### src/rtl/sram_wb_pkg.sv
// -----------------------------------------------------------------------------
// sram_wb_pkg
// Shared definitions for the Wishbone-to-asynchronous-SRAM controller:
// controller state encoding and the width of the wait/turnaround counter.
// No ports.
// -----------------------------------------------------------------------------
package sram_wb_pkg;

    // Wait and turnaround counts are 0..15, so four bits cover every setting.
    localparam int CNT_W = 4;

    localparam logic [2:0] ST_IDLE  = 3'd0;
    localparam logic [2:0] ST_READ  = 3'd1;
    localparam logic [2:0] ST_WRITE = 3'd2;
    localparam logic [2:0] ST_HOLD  = 3'd3;
    localparam logic [2:0] ST_TURN  = 3'd4;

    typedef enum logic [2:0] {
        S_IDLE  = ST_IDLE,
        S_READ  = ST_READ,
        S_WRITE = ST_WRITE,
        S_HOLD  = ST_HOLD,
        S_TURN  = ST_TURN
    } state_e;

endpackage

### src/rtl/sram_wb_timer.sv
// -----------------------------------------------------------------------------
// sram_wb_timer
// Loadable down-counter used for SRAM wait states and read-to-write
// turnaround. Loads a value, decrements towards zero on request and stops
// there (no wrap). o_done is high whenever the count is zero.
//
// Ports:
//   clk_i     in   system clock
//   _reset_i  in   synchronous active-low reset (count cleared)
//   i_load    in   load i_value (has priority over i_dec)
//   i_value   in   value to load
//   i_dec     in   decrement by one if not already zero
//   o_done    out  count is zero
// -----------------------------------------------------------------------------
module sram_wb_timer
    import sram_wb_pkg::*;
(
    input  logic             clk_i,
    input  logic             _reset_i,
    input  logic             i_load,
    input  logic [CNT_W-1:0] i_value,
    input  logic             i_dec,
    output logic             o_done
);

    logic [CNT_W-1:0] r_cnt;

    // NOTE: sequential state is assigned with <= so every flop samples the
    // pre-edge values of its neighbours, exactly like the hardware does.
    always_ff @(posedge clk_i) begin
        if (!_reset_i) begin
            r_cnt <= '0;
        end else if (i_load) begin
            r_cnt <= i_value;
        end else if (i_dec && (r_cnt != '0)) begin
            r_cnt <= r_cnt - 1'b1;
        end
    end

    assign o_done = (r_cnt == '0);

endmodule

### src/rtl/sram_wb.sv
// -----------------------------------------------------------------------------
// sram_wb
// Wishbone B4 pipelined slave in front of an asynchronous static RAM.
// One access at a time; the master is held off with stall_o while an access,
// its write hold cycle or the post-read bus turnaround is in progress. All
// SRAM-side signals come straight from flops.
//
// Parameters:
//   DW       data width (multiple of 8), byte lanes = DW/8
//   AW       word-address width
//   WAIT_RD  extra read cycles with _sram_oe low (0..15)
//   WAIT_WR  extra write cycles with _sram_we low (0..15)
//   TURN     idle cycles after a read before the next access (0..3)
//
// Ports:
//   clk_i, _reset_i            clock, synchronous active-low reset
//   cyc_i, stb_i, we_i         Wishbone cycle / strobe / write enable
//   sel_i [DW/8]               byte selects
//   adr_i [AW], dat_i [DW]     word address, write data
//   ack_o                      acknowledge, gated by cyc_i
//   dat_o [DW]                 read data, held between reads
//   stall_o                    request not accepted this cycle
//   _sram_ce/_we/_oe           active-low SRAM strobes
//   _sram_be [DW/8]            active-low byte enables
//   sram_a [AW]                SRAM address
//   sram_d_out [DW], sram_d_oe write data and its pin-drive enable
//   sram_d_in [DW]             data read back from the pins
// -----------------------------------------------------------------------------
module sram_wb
    import sram_wb_pkg::*;
#(
    parameter int DW      = 16,
    parameter int AW      = 19,
    parameter int WAIT_RD = 1,
    parameter int WAIT_WR = 1,
    parameter int TURN    = 1
) (
    input  logic            clk_i,
    input  logic            _reset_i,
    input  logic            cyc_i,
    input  logic            stb_i,
    input  logic            we_i,
    input  logic [DW/8-1:0] sel_i,
    input  logic [AW-1:0]   adr_i,
    input  logic [DW-1:0]   dat_i,
    output logic            ack_o,
    output logic [DW-1:0]   dat_o,
    output logic            stall_o,
    output logic            _sram_ce,
    output logic            _sram_we,
    output logic            _sram_oe,
    output logic [DW/8-1:0] _sram_be,
    output logic [AW-1:0]   sram_a,
    output logic [DW-1:0]   sram_d_out,
    output logic            sram_d_oe,
    input  logic [DW-1:0]   sram_d_in
);

    localparam logic [CNT_W-1:0] RD_LD    = CNT_W'(WAIT_RD);
    localparam logic [CNT_W-1:0] WR_LD    = CNT_W'(WAIT_WR);
    localparam bit               HAS_TURN = (TURN > 0);
    // The timer counts its loaded value down to zero, so TURN idle cycles
    // need a load of TURN-1.
    localparam logic [CNT_W-1:0] TURN_LD  = HAS_TURN ? CNT_W'(TURN - 1) : '0;

    state_e r_state;
    state_e w_next;

    logic             w_accept;
    logic             w_rd_last;
    logic             w_wr_last;
    logic             w_hold_end;
    logic             w_load;
    logic [CNT_W-1:0] w_load_val;
    logic             w_dec;
    logic             w_done;

    logic            r_ack;
    logic [DW-1:0]   r_dat;
    logic            r_ce;
    logic            r_we;
    logic            r_oe;
    logic [DW/8-1:0] r_be;
    logic [AW-1:0]   r_a;
    logic [DW-1:0]   r_dout;
    logic            r_doe;

    sram_wb_timer u_timer (
        .clk_i    (clk_i),
        ._reset_i (_reset_i),
        .i_load   (w_load),
        .i_value  (w_load_val),
        .i_dec    (w_dec),
        .o_done   (w_done)
    );

    always_ff @(posedge clk_i) begin
        if (!_reset_i) begin
            r_state <= S_IDLE;
        end else begin
            r_state <= w_next;
        end
    end

    // NOTE: every signal written here gets a default first, so no path
    // through the case leaves one unassigned and no latch is inferred.
    always_comb begin
        w_next     = r_state;
        w_accept   = 1'b0;
        w_rd_last  = 1'b0;
        w_wr_last  = 1'b0;
        w_hold_end = 1'b0;
        w_load     = 1'b0;
        w_load_val = '0;
        w_dec      = 1'b0;
        case (r_state)
            S_IDLE: begin
                if (cyc_i && stb_i) begin
                    w_accept   = 1'b1;
                    w_load     = 1'b1;
                    w_load_val = we_i ? WR_LD : RD_LD;
                    w_next     = we_i ? S_WRITE : S_READ;
                end
            end
            S_READ: begin
                if (w_done) begin
                    w_rd_last = 1'b1;
                    if (HAS_TURN) begin
                        w_load     = 1'b1;
                        w_load_val = TURN_LD;
                        w_next     = S_TURN;
                    end else begin
                        w_next = S_IDLE;
                    end
                end else begin
                    w_dec = 1'b1;
                end
            end
            S_WRITE: begin
                if (w_done) begin
                    w_wr_last = 1'b1;
                    w_next    = S_HOLD;
                end else begin
                    w_dec = 1'b1;
                end
            end
            S_HOLD: begin
                w_hold_end = 1'b1;
                w_next     = S_IDLE;
            end
            S_TURN: begin
                if (w_done) begin
                    w_next = S_IDLE;
                end else begin
                    w_dec = 1'b1;
                end
            end
            default: w_next = S_IDLE;
        endcase
    end

    // SRAM pin registers. Address, byte enables and write data stay put after
    // an access, so they are already stable through the write hold cycle.
    always_ff @(posedge clk_i) begin
        if (!_reset_i) begin
            r_ack  <= 1'b0;
            r_dat  <= '0;
            r_ce   <= 1'b1;
            r_we   <= 1'b1;
            r_oe   <= 1'b1;
            r_be   <= '1;
            r_a    <= '0;
            r_dout <= '0;
            r_doe  <= 1'b0;
        end else begin
            r_ack <= 1'b0;
            if (w_accept) begin
                r_a    <= adr_i;
                r_be   <= ~sel_i;
                r_dout <= dat_i;
                r_ce   <= 1'b0;
                if (we_i) begin
                    r_we  <= 1'b0;
                    r_doe <= 1'b1;
                end else begin
                    r_oe <= 1'b0;
                end
            end
            if (w_rd_last) begin
                r_dat <= sram_d_in;
                r_ack <= 1'b1;
                r_oe  <= 1'b1;
                r_ce  <= 1'b1;
            end
            // Data drive and chip enable outlive _sram_we by one cycle to
            // give the SRAM its data hold time.
            if (w_wr_last) begin
                r_we  <= 1'b1;
                r_ack <= 1'b1;
            end
            if (w_hold_end) begin
                r_doe <= 1'b0;
                r_ce  <= 1'b1;
            end
        end
    end

    // A master that drops cyc_i abandons the cycle: the SRAM access still
    // finishes cleanly, but the acknowledge is not presented.
    assign ack_o      = r_ack & cyc_i;
    assign dat_o      = r_dat;
    assign stall_o    = (r_state != S_IDLE);
    assign _sram_ce   = r_ce;
    assign _sram_we   = r_we;
    assign _sram_oe   = r_oe;
    assign _sram_be   = r_be;
    assign sram_a     = r_a;
    assign sram_d_out = r_dout;
    assign sram_d_oe  = r_doe;

endmodule

### config.mk
export PLATFORM = sky130hd
export DESIGN_NAME = sram_wb
export DESIGN_NICKNAME = d
export VERILOG_FILES = /design/src/rtl/sram_wb_pkg.sv /design/src/rtl/sram_wb_timer.sv /design/src/rtl/sram_wb.sv
export SDC_FILE = /design/constraint.sdc
export NUM_CORES = 1
export LEC_CHECK = 0
export CAP_MARGIN = 20
export CELL_PAD_IN_SITES_DETAIL_PLACEMENT = 0
export CELL_PAD_IN_SITES_GLOBAL_PLACEMENT = 1
export CORE_MARGIN = 2
export CORE_UTILIZATION = 38
export DETAILED_ROUTE_END_ITERATION = 8
export DONT_BUFFER_PORTS = 1
export HOLD_SLACK_MARGIN = 0.15
export PLACE_DENSITY_LB_ADDON = 0.1
export REMOVE_ABC_BUFFERS = 1
export SYNTH_ARGS = -nofsm -noshare
export SYNTH_HDL_FRONTEND = slang
export SYNTH_HIERARCHICAL = 1
export SYNTH_SLANG_ARGS = --single-unit
export TNS_END_PERCENT = 1
### constraint.sdc
create_clock -name clk_i -period 3.9 [get_ports clk_i]
set_input_delay 0.78 -clock clk_i [delete_from_list [all_inputs] [get_ports clk_i]]
set_output_delay 0.78 -clock clk_i [all_outputs]
set_load 0.01 [all_outputs]
==> flow_summary.toml, run 1 <==
[outcome]
status = "complete, no violations"

[global_route]
grtUsageTotal_pct = 14.5
antenna_found_initial = 0
first_global_vias = 1790
grt_max_degree = 103
gr-total-overflow = 0
grt_pass1_wl_um = 8760

[min_path]
worstHoldPathType = "flop to flop"
holdPathEnd = "dat_o[11]$_SDFFE_PN0P_"
hold_start = "dat_o[11]$_SDFFE_PN0P_"
hold_depth = 2

[layout]
final_net_count = 365
area_growth_pct = 6.56
fillers = 754
drive_gt1_share_pct = 7.72
antenna_cells = 0
multi_input_area_um2 = 1260
final-seq-area_um2 = 1300
fin_cells = 410

[synthesis]
syn_area_um2 = 2760
ys_async_sr_fraction_pct = 0
ys_seq_area_share_pct = 47.1
postSynthAreaPerCell_um2 = 8.77
netlist_instances = 315
synth-main-ff-cell = "dfxtp_1"
synth.area.top_cells = "dfxtp_1 47%, nand2_1 15%, mux2i_1 13%"
yosysWarnings = 6
ys_ff_latch = 65
yosysUniqueCellTypes = 44
yosysTopAreaCellShare_pct = 47.1
yosysTopAreaCell = "dfxtp_1"
synth_edf_count = 0

[pwr]
finalPower_uw = 1540
leakagePower_uw = 0.00110
pwr_density_cell_nw_per_um2 = 522
peakVddDrop_mv = 0.181

[drt]
drtPass1Iterations = 4
ant_nets = 0
drt_iter0_markers = 74
wl_per_cell_um = 14.1
drc_errors = 0
via_per_inst = 4.86
num_vias = 1993
drt_wl_total_um = 5780

[place]
dp_slack_ps = 1730
io_buffers = 0
dp_hpwl_um = 3740
placedCellCount = 394
place.gp.congestion = 0.675

[clock_tree]
cts-root-buf = "clkbuf_8"
clock-sinks = 65
cts_buffers = 9
clockBufferDepth = 2
htree_levels = 3
hold_buffers = 0
clkTransAtPathRegs_ps = 70
postCtsSetupBuffers = 0
cts_resized = 0
cts_tree = "done"
clock_latency_ps = 340

[critical_path]
r2r_start = "u_timer/r_cnt[0]$_SDFFE_PN0P_"
crit_type = "flop to flop"
endpoint_kind = "flop"
cp_max_fo = 18
r2r_end = "u_timer/r_cnt[2]$_SDFFE_PN0P_"
rr_worst_depth = 10
r2r_slack_ps = 1700
cp-start-kind = "flop"
cp.arrival_ps = 2450
cp.required_ps = 4150

[floorplanning]
num_rows = 31
io_pins = 117
dieWidth_um = 89.3
core_um2 = 7140
initial_core_util_pct = 38.7
die_area_um2 = 7970
die-height_um = 89.3

[timing]
fin_crit_sh_pct = 56.5
fin_tns_setup_ps = 0
post-route-min-period_ps = 2200
maxSlewViolCount = 0
finalClockSkew_ps = 12.2
hold_viol = 0
setup_viol = 0
fin_ws_ps = 1700
fmaxAchievable_mhz = 454
rsz0062_at_grt = "no"

[run]
drv_cap = 0
## kinds of logic (layout without fill, tap and decap cells)
family / Yosys count / count (layout) / synth area share (%)
XOR/XNOR: 1 / 1 / 0.317
other: 1 / 3 / 0.136
AO/OA/AOI/OAI: 34 / 34 / 8.96
multiplexers: 37 / 37 / 13.4
flip-flops: 65 / 65 / 47.1
adder cells (fa/ha/maj): 1 / 1 / 0.453
buffers and inverters: 35 / 29 / 7.42
AND/OR/NAND/NOR: 141 / 141 / 22.2
## layout make-up
type | count | share of cell area [%]
inverter | 12 | 2.00
timing repair buffer | 1 | 0.255
multi-input combinational | 217 | 42.9
clock inverter | 5 | 1.27
clock buffer | 11 | 5.14
sequential | 65 | 44.2
tap | 99 | 4.21
## registers in the layout, summed over array words and instances, names as in the netlist, 2 cells and up
| name | flops |
|---|---|
| sram_a | 19 |
| dat_o | 16 |
| sram_d_out | 16 |
| u_timer/r_cnt | 4 |
| r_state | 3 |
| _sram_be | 2 |
## report_power, final
part	leakage, uW	internal, uW	switching, uW
sequential	0.000530	720	66.2
clock	0.0000919	267	269
combinational	0.000481	90.5	125
## Yosys cell counts (2+ instances only)
master      n
a21boi_0    7
a21boi_1    9
a21oi_1     2
a31oi_1     3
buf_12      3
buf_2       3
clkbuf_1   15
dfxtp_1    65
inv_1      10
mux2i_1    37
nand2_1   109
nand3_1     7
nand4_1     2
nor2_1      7
nor3_1      2
nor3b_1     2
o21ai_0     4
o31ai_1     2
## critical path, stage by stage (launching register included)
cell	delay (ps)
dfxtp_1	380
inv_1	70
ha_1	230
or3b_4	260
clkinv_2	140
nand4bb_1	130
buf_4	250
nand2_1	130
inv_1	210
nor2_1	80
a311oi_1	230
## metal layers
metal / GRT usage, % / vias to the layer above / routed length, um
met4: 7.33 / 0 / 68
met3: 6.09 / 8 / 578
met2: 21.5 / 79 / 2560
li1: - / 1015 / -
met5: 0 / - / 0
met1: 18.2 / 891 / 2570
## stage by stage
step	utilization, %	instance area [um2]	hold WS (ps)
3_3_place_gp	38.6	2760	488
2_1_floorplan	-	2630	479
6_report	41.3	2950	500
3_5_place_dp	38.6	2760	493
4_1_cts	41.3	2950	503
5_1_grt	41.3	2950	514
## how the worst max path moves through the flow
stage | startpoint | end | slack [ps] | depth (start not counted)
floorplan | u_timer/r_cnt[0]$_SDFFE_PN0P_ | u_timer/r_cnt[3]$_SDFFE_PN0P_ | 1680 | 9
global placement | u_timer/r_cnt[0]$_SDFFE_PN0P_ | u_timer/r_cnt[0]$_SDFFE_PN0P_ | 1760 | 10
detailed placement | u_timer/r_cnt[0]$_SDFFE_PN0P_ | u_timer/r_cnt[2]$_SDFFE_PN0P_ | 1730 | 10
CTS | u_timer/r_cnt[0]$_SDFFE_PN0P_ | u_timer/r_cnt[2]$_SDFFE_PN0P_ | 1700 | 10
global route | u_timer/r_cnt[0]$_SDFFE_PN0P_ | u_timer/r_cnt[2]$_SDFFE_PN0P_ | 1520 | 10
finish | u_timer/r_cnt[0]$_SDFFE_PN0P_ | u_timer/r_cnt[2]$_SDFFE_PN0P_ | 1700 | 10
## placed cells by master (no fill, tap or decap), types with 2 or more instances in the layout
cell type     n
nor3b_1       2
a21boi_0      7
o21ai_0       4
nor2_1        7
a21oi_1       2
clkbuf_8     11
a21boi_1      9
o31ai_1       2
inv_1        10
conb_1        3
clkinv_2      2
a31oi_1       3
nand2_1     109
dfxtp_1      65
mux2i_1      37
nand4_1       2
clkinvlp_4    2
nor3_1        2
nand3_1       7
Power figures use the tool's default switching activity.
==> run 2, diff against run 1 <==
clock period = 2.2 ns   (was 3.9 ns; I/O delays follow)
==> run 2 against run 1 <==
Against the previous run: global-route usage up 0.40 points; wire length is 1.6% higher; die area did not move; sequential share of layout area is 1.7 points lower; final cell count is 0.98% higher; non-clock buffer count increased by 4; sequential power grew 77%; clock power rose by 140%; largest cell class unchanged; highest routed layer unchanged.
==> flow_summary.toml, run 2 (same netlist as run 1, synthesis figures left out) <==
[layout]
layout_commonest_cell = "nand2_1"
antenna_cells = 0
area_growth_pct = 10.8
fillers = 743
final-seq-area_um2 = 1300
multi_input_area_um2 = 1280
final_net_count = 369
largest_reg_flops = 19
drive_gt1_share_pct = 9.52
final_cell_mix = "109 x nand2_1, 65 x dfxtp_1, 37 x mux2i_1, 10 x clkbuf_8"
final_util_pct = 42.9
final_cell_area_um2 = 3060

[critical_path]
cp.arrival_ps = 2190
cp.required_ps = 2430
cp-start-kind = "flop"
cp_max_fo = 11
crit_type = "flop to flop"
endpoint_kind = "flop"

[timing]
finalClockSkew_ps = 9.18
hold_viol = 0
fmaxAchievable_mhz = 509
post-route-min-period_ps = 1970
setup_viol = 0
fin_ws_ps = 235
rsz0062_at_grt = "no"
maxSlewViolCount = 0
fin_crit_sh_pct = 89.3
fin_hold_ws_ps = 223

[drt]
drc_errors = 0
top_layer_used = "met4"
num_vias = 1986
drtPass1Iterations = 4
drt_iter0_markers = 55
met2WireLength_um = 2530
ant_nets = 0
via_per_inst = 4.80
wl_met1_um = 2630
drt_wl_total_um = 5870
wl_per_cell_um = 14.2
route.met3.wl_um = 614

[global_route]
grtUsageTotal_pct = 14.9
grt_pass1_wl_um = 9000
first_global_vias = 1879
antenna_found_initial = 0
grt_max_degree = 103
gr-total-overflow = 0

[place]
dp_hpwl_um = 3830
io_buffers = 0
post_dp_cell_area_um2 = 2800
place.gp.congestion = 0.788
dp_slack_ps = 86.8

[pwr]
p_seq_share_pct = 45.3
p_sw_uw = 833
pwr-share-clk_pct = 41.2
switching_share_pct = 27.1
comb_power_share_pct = 13.5
pwr_density_cell_nw_per_um2 = 1010
cell_internal_pwr_uw = 2240
peakVddDrop_mv = 0.312
finalPower_uw = 3080
leakagePower_uw = 0.00115

[clock_tree]
cts-root-buf = "clkbuf_8"
clkTransAtPathRegs_ps = 70
cts_buffers = 9
cts_tree = "done"
htree_levels = 3
postCtsSetupBuffers = 0
clock_latency_ps = 340
clockBufferDepth = 2
clock-sinks = 65

[floorplanning]
num_rows = 31
io_pins = 117
core_um2 = 7140
dieWidth_um = 89.3
die-height_um = 89.3
die_area_um2 = 7970
initial_core_util_pct = 38.7

[min_path]
worstHoldPathType = "input port to flop"

[run]
drv_cap = 0

[outcome]
status = "complete, no violations"
-- run 2: worst max-delay path: stages, from the launching register on --
cell      delay (ps)
dfxtp_1          380
inv_1             80
ha_1             240
or3b_4           260
clkinv_2         160
nor2_4           210
nor4b_2          250
mux2i_1          210
a21oi_1           70
-- run 2: stage by stage --
step,instances,setup TNS (ps)
floorplan,294,-35.0
global placement,398,0
detailed placement,398,0
CTS,414,0
global route,414,0
finish,414,0
-- run 2: timing repair --
action / in CTS / in global routing
hold buffers: 0 / 0
setup endpoints to repair: 0 / 3
resized for setup: 0 / 4
-- run 2: per-layer routing --
metal	track usage, %	vias to the layer above
li1	-	1020
met1	18.9	884
met2	21.1	74
met3	7.02	8
met4	7.73	0
met5	0	-
-- run 2: power groups by stage --
stage | Clock, uW | Combinational, uW | Sequential (uW)
after global placement | 0 | 401 | 1420
after floorplan | 0 | 320 | 1400
after CTS | 1300 | 410 | 1400
after global routing | 1360 | 470 | 1410
final | 1270 | 417 | 1390
after detailed placement | 0 | 408 | 1420
-- run 2: final timing paths --
check | from | slack (ps) | to | cells after the start
max reg2reg | u_timer/r_cnt[0]$_SDFFE_PN0P_ | 230 | u_timer/r_cnt[3]$_SDFFE_PN0P_ | 8
min | _reset_i | 220 | _sram_we$_SDFFE_PP1P_ | 1
max | u_timer/r_cnt[0]$_SDFFE_PN0P_ | 230 | u_timer/r_cnt[3]$_SDFFE_PN0P_ | 8
min reg2reg | dat_o[5]$_SDFFE_PN0P_ | 500 | dat_o[5]$_SDFFE_PN0P_ | 2
-- run 2: final cells by class --
type / count / share of cell area [%]
Timing Repair Buffer: 5 / 1.63
Inverter: 12 / 1.92
Tap cell: 99 / 4.05
Multi-Input combinational cell: 217 / 41.7
Sequential cell: 65 / 42.5
Clock buffer: 10 / 4.50
Clock inverter: 6 / 3.72
